File: config.mk
export PLATFORM = sky130hd
export DESIGN_NAME = mdio_master_flat
export DESIGN_NICKNAME = d
export VERILOG_FILES = /design/src/rtl/mdio_master_if.sv /design/src/rtl/mdio_master.sv /design/src/flat_wrapper.sv
export SDC_FILE = /design/constraint.sdc
export NUM_CORES = 1
export LEC_CHECK = 0
export ABC_AREA = 1
export CORE_MARGIN = 2
export CORE_UTILIZATION = 45
export CTS_CLUSTER_SIZE = 14
export DETAILED_ROUTE_END_ITERATION = 8
export PLACE_DENSITY_LB_ADDON = 0.15
export SLEW_MARGIN = 30
export SYNTH_ARGS = -nofsm -noshare
export SYNTH_HDL_FRONTEND = slang
export SYNTH_SLANG_ARGS = --single-unit
export TNS_END_PERCENT = 30
File: constraint.sdc
create_clock -name clk -period 1.7 [get_ports clk]
set_clock_uncertainty 0.15 [all_clocks]
set_input_delay 0.255 -clock clk [delete_from_list [all_inputs] [get_ports clk]]
set_output_delay 0.255 -clock clk [all_outputs]
set_load 0.005 [all_outputs]
File: src/rtl/mdio_master_if.sv
// mdio_master_if: command/response handshake between a requester and the MDIO master.
interface mdio_master_if;
    logic        cmd_valid;
    logic        cmd_ready;
    logic        cmd_write;
    logic [4:0]  cmd_phy_addr;
    logic [4:0]  cmd_reg_addr;
    logic [15:0] cmd_wdata;
    logic        rsp_valid;
    logic [15:0] rsp_rdata;
    logic        rsp_err;
    logic        busy;

    modport master (
        output cmd_valid, cmd_write, cmd_phy_addr, cmd_reg_addr, cmd_wdata,
        input  cmd_ready, rsp_valid, rsp_rdata, rsp_err, busy
    );

    modport slave (
        input  cmd_valid, cmd_write, cmd_phy_addr, cmd_reg_addr, cmd_wdata,
        output cmd_ready, rsp_valid, rsp_rdata, rsp_err, busy
    );
endinterface

File: src/rtl/mdio_master.sv
// mdio_master: IEEE 802.3 clause 22 MDIO management master issuing one read or write frame per command.
module mdio_master #(
    parameter int CLK_DIV     = 20,
    parameter bit PREAMBLE_EN = 1'b1
) (
    input  logic          clk,
    input  logic          rst_n,
    mdio_master_if.slave  bus,
    output logic          mdc,
    input  logic          mdio_in,
    output logic          mdio_out,
    output logic          mdio_oen
);
    typedef enum logic [2:0] {IDLE, SHIFT, TA, DATA, DONE} state_t;

    localparam logic [6:0] N          = PREAMBLE_EN ? 7'd64 : 7'd32;
    localparam logic [6:0] LAST_SHIFT = N - 7'd19;
    localparam logic [6:0] LAST_TA    = N - 7'd17;
    localparam logic [6:0] LAST_BIT   = N - 7'd1;
    localparam logic [8:0] DIV_HI     = 9'(CLK_DIV);
    localparam logic [8:0] DIV_LAST   = 9'(2 * CLK_DIV - 1);

    state_t      state, state_nx;
    logic [8:0]  div_cnt;
    logic [6:0]  bit_cnt;
    logic [63:0] sh;
    logic        rd_op;
    logic [15:0] rdata;
    logic        err;
    logic        accept, active, bit_end, sample;
    logic [31:0] frame;

    assign accept  = bus.cmd_valid && bus.cmd_ready;
    assign active  = state == SHIFT || state == TA || state == DATA;
    assign bit_end = div_cnt == DIV_LAST;
    assign sample  = rd_op && div_cnt == DIV_HI;
    assign frame   = {2'b01, bus.cmd_write ? 2'b01 : 2'b10, bus.cmd_phy_addr,
                      bus.cmd_reg_addr, 2'b10, bus.cmd_wdata};

    always_ff @(posedge clk or negedge rst_n) begin
        if (!rst_n) state <= IDLE;
        else        state <= state_nx;
    end

    always_comb begin
        state_nx = state;
        case (state)
            IDLE:    state_nx = bus.cmd_valid ? SHIFT : IDLE;
            SHIFT:   state_nx = bit_end && bit_cnt == LAST_SHIFT ? TA : SHIFT;
            TA:      state_nx = bit_end && bit_cnt == LAST_TA ? DATA : TA;
            DATA:    state_nx = bit_end && bit_cnt == LAST_BIT ? DONE : DATA;
            default: state_nx = IDLE;
        endcase
    end

    // Frame is left-aligned in sh so the next bit to send is always sh[63].
    always_ff @(posedge clk or negedge rst_n) begin
        if (!rst_n) begin
            div_cnt <= '0;
            bit_cnt <= '0;
            sh      <= '1;
            rd_op   <= 1'b0;
            rdata   <= '0;
            err     <= 1'b0;
        end else if (accept) begin
            div_cnt <= '0;
            bit_cnt <= '0;
            sh      <= PREAMBLE_EN ? {32'hFFFF_FFFF, frame} : {frame, 32'hFFFF_FFFF};
            rd_op   <= !bus.cmd_write;
            rdata   <= '0;
            err     <= 1'b0;
        end else if (active) begin
            div_cnt <= bit_end ? 9'd0 : div_cnt + 9'd1;
            if (bit_end) begin
                bit_cnt <= bit_cnt + 7'd1;
                sh      <= {sh[62:0], 1'b1};
            end
            if (sample && state == TA && bit_cnt == LAST_TA) err <= mdio_in;
            if (sample && state == DATA) rdata <= {rdata[14:0], mdio_in};
        end
    end

    assign mdc           = active && div_cnt >= DIV_HI;
    assign mdio_oen      = !(active && (!rd_op || state == SHIFT));
    assign mdio_out      = mdio_oen ? 1'b1 : sh[63];
    assign bus.cmd_ready = state == IDLE;
    assign bus.busy      = state != IDLE;
    assign bus.rsp_valid = state == DONE;
    assign bus.rsp_rdata = rdata;
    assign bus.rsp_err   = err;
endmodule

File: src/flat_wrapper.sv
// flat-port wrapper written by rule: the top's interface ports become plain ports
module mdio_master_flat 
#(
    parameter int CLK_DIV     = 20,
    parameter bit PREAMBLE_EN = 1'b1
)
  (clk, rst_n, mdc, mdio_in, mdio_out, mdio_oen, bus_cmd_valid, bus_cmd_write, bus_cmd_phy_addr, bus_cmd_reg_addr, bus_cmd_wdata, bus_cmd_ready, bus_rsp_valid, bus_rsp_rdata, bus_rsp_err, bus_busy);
  mdio_master_if bus_i ();
  input  logic clk;
  input  logic rst_n;
  output logic mdc;
  input  logic mdio_in;
  output logic mdio_out;
  output logic mdio_oen;
  input wire logic [$bits(bus_i.cmd_valid)-1:0] bus_cmd_valid;
  input wire logic [$bits(bus_i.cmd_write)-1:0] bus_cmd_write;
  input wire logic [$bits(bus_i.cmd_phy_addr)-1:0] bus_cmd_phy_addr;
  input wire logic [$bits(bus_i.cmd_reg_addr)-1:0] bus_cmd_reg_addr;
  input wire logic [$bits(bus_i.cmd_wdata)-1:0] bus_cmd_wdata;
  output wire logic [$bits(bus_i.cmd_ready)-1:0] bus_cmd_ready;
  output wire logic [$bits(bus_i.rsp_valid)-1:0] bus_rsp_valid;
  output wire logic [$bits(bus_i.rsp_rdata)-1:0] bus_rsp_rdata;
  output wire logic [$bits(bus_i.rsp_err)-1:0] bus_rsp_err;
  output wire logic [$bits(bus_i.busy)-1:0] bus_busy;
  assign bus_i.cmd_valid = bus_cmd_valid;
  assign bus_i.cmd_write = bus_cmd_write;
  assign bus_i.cmd_phy_addr = bus_cmd_phy_addr;
  assign bus_i.cmd_reg_addr = bus_cmd_reg_addr;
  assign bus_i.cmd_wdata = bus_cmd_wdata;
  assign bus_cmd_ready = bus_i.cmd_ready;
  assign bus_rsp_valid = bus_i.rsp_valid;
  assign bus_rsp_rdata = bus_i.rsp_rdata;
  assign bus_rsp_err = bus_i.rsp_err;
  assign bus_busy = bus_i.busy;
  mdio_master #(.CLK_DIV(CLK_DIV), .PREAMBLE_EN(PREAMBLE_EN)) u_core (.clk(clk), .rst_n(rst_n), .bus(bus_i), .mdc(mdc), .mdio_in(mdio_in), .mdio_out(mdio_out), .mdio_oen(mdio_oen));
endmodule
**Word-level counts from Yosys, hierarchy flattened**

Cells that the tools add are included.

- Bits of input ports: 31
- Flip-flop bits (word level): 101
- Output and inout port bits: 23
- Logic and storage cells: 66

- $lt $le $gt $ge: 1
- $add $sub $neg: 2
- Reduce and logical (&&, ||, !) cells: 25
- Mux-type cells: 22
- Eq/ne operators: 9

Operator list:

| cell | number |
|---|---|
| two-way mux 64 bit | 3 |
| two-way mux 16 bit | 3 |
| two-way mux 9 bit | 3 |
| equality test 7 x 6 -> 1 bit, second input constant | 3 |
| two-way mux 7 bit | 3 |
| one-hot mux 3 bit (4 select lines) | 1 |
| logical AND 1 bit | 10 |
| adder 9 x 1 -> 9 bit, second input constant | 1 |
| equality test 9 x 5 -> 1 bit, second input constant | 1 |
| equality test 9 x 6 -> 1 bit, second input constant | 1 |
| greater-or-equal comparator 9 x 5 -> 1 bit, second input constant | 1 |
| nonzero test 2 bit | 4 |
| adder 7 x 1 -> 7 bit, second input constant | 1 |
| equality test 3 x 2 -> 1 bit, second input constant | 2 |
| two-way mux 1 bit | 6 |
| AND reduction 2 bit | 3 |
| two-way mux 2 bit | 2 |
| equality test 3 x 1 -> 1 bit, second input constant | 1 |
| equality test 3 bit, second input constant | 1 |
| zero test 1 bit | 3 |
| zero test 3 bit | 1 |
| logical OR 1 bit | 3 |
| two-way mux 3 bit | 1 |
| nonzero test 3 bit | 1 |

**Depth between registers and ports, before layout**

- Word-level depth: 7
- Mapped depth: 10
- Depth with buffers taken out: 10

**Worst setup path after synthesis**

Ideal clock, no wire load.

- Kind: flip-flop to flip-flop
- From: reg u_core.div_cnt[0]
- To: reg u_core.bit_cnt[4]
- Stages on the path, launching flop included: 10
- Path buffers: 1
- Arrival time: 1.301 ns
- Period minus slack after synthesis: 1.578 ns
- Slack: 0.122 ns
- Data required time: 1.423 ns
- Library setup time: 0.127 ns
- Path through: dfrtp_1 ha_1 inv_1 nor2_1 nand2_1 nor2_8 nand2_4 nand2_4 buf_6 o21ai_0

- Longest elaborated chain between the ends: 3

RTL lines:

| what | RTL line | text |
|---|---|---|
| start, declared | mdio_master.sv:24 | `logic [8:0] div_cnt;` |
| start signal, assigned | mdio_master.sv:73 | `div_cnt <= bit_end ? 9'd0 : div_cnt + 9'd1;` |
| equality test 9 x 6 -> 1 bit | mdio_master.sv:35 | `assign bit_end = div_cnt == DIV_LAST;` |
| nonzero test 2 bit (no source line) | -- |  |
| AND reduction 2 bit (no source line) | -- |  |
| end signal, assigned | mdio_master.sv:75 | `bit_cnt <= bit_cnt + 7'd1;` |
| end, declared | mdio_master.sv:25 | `logic [6:0] bit_cnt;` |

No other way between the ends.
A chain may end at the register's enable or synchronous reset.

**Final worst setup path**

- From: reg u_core.state[0]
- To: out bus_cmd_ready

- Longest elaborated chain between the ends: 1

RTL lines:

| what | RTL line | text |
|---|---|---|
| start, declared | mdio_master.sv:23 | `state_t state, state_nx;` |
| start signal, assigned | mdio_master.sv:42 | `else state <= state_nx;` |
| zero test 3 bit | mdio_master.sv:86 | `assign bus.cmd_ready = state == IDLE;` |
| end, declared | flat_wrapper.sv:20 | `output wire logic [$bits(bus_i.cmd_ready)-1:0] bus_cmd_ready;` |

No other way between the ends.

==> out/metrics.yaml <==
fp.dieW_um: 111
finalWorstSetupSlack_ns: -0.0722
syn-instance-count: 646
cts_num_sinks: 101
ys_seq_area_share_pct: 50.2
antenna_found_initial: 0
outcome: "finished, violations left"
crit_type: "reg -> out"
relSlewSlack_pct: 76.5
powerDensity_nw_per_um2: 651
worstPathCellList: "nor2_4, inv_2, nor2_4, buf_6, buf_6"
wl_met3_um: 468
track_usage_pct: 19.1
syn_to_final_growth_pct: 40.5
maxCapViolations: 0
vias: 4457
p_leak_nw: 3.62
finalMaxSlewViolations: 0
ioPinCount: 54
post-route-period-util_pct: 104
grt_pass1_wl_um: 19500
grt_pass1_vias: 4143
r2r_setup_slack_ns: -0.03
drive_above_1_share_pct: 41.1
r2r_start: "u_core.state[2]"
final_common_cell: "nand2_1"
place_congestion: 0.832
gr-total-overflow: 0
violations: "negative setup slack"
drc_errors: 0
die_area_um2: 12400
core-area_um2: 11300
via_per_inst: 5.02
period_needed_ns: 1.77
mostFrequentLayoutCells: "nand2_1 (227), dfstp_2 (64), nand2_2 (54)"
critPathLaunchType: "flip-flop"
io_buffer_count: 53
ys_seq_elements: 101
die_y_um: 111
final-hold-violation-count: 0
synth_compound_area_share_pct: 8.24
row_count: 39
cp-end-kind: "primary output"
synthSimpleGateAreaFrac_pct: 31.1
max_stage_delay_ns: 0.41
cts_tree: "built"
routed.top_layer: "met4"
cts_max_path_buffers: 2
clock-root-buffer: "clkbuf_16"
r2r_cells: 9
htreeDepth: 3
synth_area_um2: 5190
worst_skew_pair.late_latency_ns: 0.35
peakVddDrop_mv: 0.785
required_ns: 1.29
synth_mux_area_share_pct: 0
wl_per_cell_um: 14.6
synth_fa_ha_area_share_pct: 0.964
final_util_pct: 64.5
fmax_mhz: 564
cp.arrival_ns: 1.37
fillers: 934
synth_fp_nets: 681
synthDistinctLibCells: 26
drt_iter0_drc: 219
tightest_slew_ns: 0.351
wl_met1_um: 5720
synth_top_family_by_area: "simple AND/OR/NAND/NOR gates"
rsz0062_at_grt: "true"
layout.nets: 774
wl_um: 12900
rr_endpoint: "u_core.bus.rsp_rdata[3]"
numCtsBuffers: 9
wl_met2_um: 6640
start_util_pct: 45.9
power.total_mw: 4.75
synth_xor_area_share_pct: 0.675
path_max_fanout: 3
ant_nets: 0
avgSynthCellArea_um2: 8.04
clk_pin_slew_ns: 0.07
dp_hpwl_um: 7210
diodes: 0
worst_hold_path_type: "in -> async"
first_pass_iters: 5
synth_warnings: 0
slowest_stage: "dfrtp_1"
grt_max_degree: 59
finalSetupViolCount: 26
per-layer routing:
layer / track usage [%] / vias to the layer above
li1: - / 2195
met4: 5.35 / 0
met2: 32.0 / 87
met5: 0 / -
met1: 25.1 / 2163
met3: 4.30 / 12
synthesized netlist by cell type, drive strengths merged:
| cell type | number | area share, % |
|---|---|---|
| a21oi | 37 | 3.6 |
| buf | 29 | 5.3 |
| clkbuf | 1 | 0.072 |
| dfrtp | 37 | 18 |
| dfstp | 64 | 32 |
| ha | 4 | 0.96 |
| inv | 47 | 3.4 |
| nand2 | 319 | 24 |
| nand3 | 27 | 2.8 |
| nand3b | 1 | 0.14 |
| nand4 | 5 | 0.60 |
| nor2 | 35 | 3.5 |
| o21ai | 35 | 4.7 |
| or2 | 1 | 0.12 |
| xor2 | 4 | 0.67 |
timing repair:
action | in CTS | in global routing
pin swaps | 5 | 45
setup buffers | 4 | 0
hold buffers | 1 | 0
resized for setup | 62 | 163
hold endpoints to repair | 69 | 0
gates cloned | 2 | 14
endpoints found under the setup margin | 47 | 107
cell families (layout without fill, tap and decap cells):
kind of cell,count (synthesis),in the layout
flops,101,101
xor+xnor,4,4
compound gates,72,72
fa+ha+maj,4,4
buf+inv,77,171
simple gates,388,392
worst max path at each step:
stage	startpoint	endpoint	slack (ns)	cells after the start
finish	u_core.state[0]	bus_cmd_ready	-0.07	5
global route	u_core.state[1]	bus_cmd_ready	-0.13	5
CTS	u_core.state[1]	u_core.bus.rsp_rdata[2]	-0.08	10
detailed placement	bus_cmd_valid	u_core.bit_cnt[3]	-0.27	5
global placement	bus_cmd_valid	u_core.sh[0]	-0.19	6
floorplan	u_core.div_cnt[0]	u_core.bit_cnt[4]	0.12	9
report_power, final:
part           total (mW)  leakage (nW)  internal [mW]  switching, mW
combinational       0.137          2.35         0.0747         0.0624
sequential           2.41          1.12           2.41        0.00123
clock                2.20         0.154           1.28          0.926
total                4.75          3.62           3.76          0.989
per-stage QoR:
stage / setup TNS (ns) / instance area (µm²) / setup slack, ns / instances / hold slack [ns]
after floorplan: 0 / 5190 / 0.122 / 646 / -0.191
after global placement: -7.10 / 6040 / -0.189 / 851 / 0.108
after detailed placement: -12.23 / 6040 / -0.271 / 851 / 0.109
after CTS: -2.33 / 6530 / -0.0798 / 874 / 0.291
after global routing: -5.23 / 7300 / -0.128 / 887 / 0.325
final: -0.434 / 7300 / -0.0722 / 887 / 0.282
final cells by class:
cell class	count	area, µm²	share of cell area, %
Inverter	47	191	2.62
Sequential cell	101	2610	35.8
Clock buffer	12	268	3.67
Timing Repair Buffer	108	1300	17.9
Tap cell	143	179	2.45
Multi-Input combinational cell	472	2690	36.9
Clock inverter	4	51.3	0.703
critical path, delay by kind of cell, from the launching register on:
kind,cells,cell delay [ns]
buffers and inverters,3,0.29
flip-flops,1,0.41
AND/OR/NAND/NOR,2,0.33
registers in the layout, summed over array words and instances (netlist names):
signal / flops
u_core.bit_cnt: 7
u_core.bus.rsp_err: 1
u_core.rd_op: 1
u_core.state: 3
u_core.sh: 64
u_core.bus.rsp_rdata: 16
u_core.div_cnt: 9
Note: power is estimated with default switching activity, not from simulation.
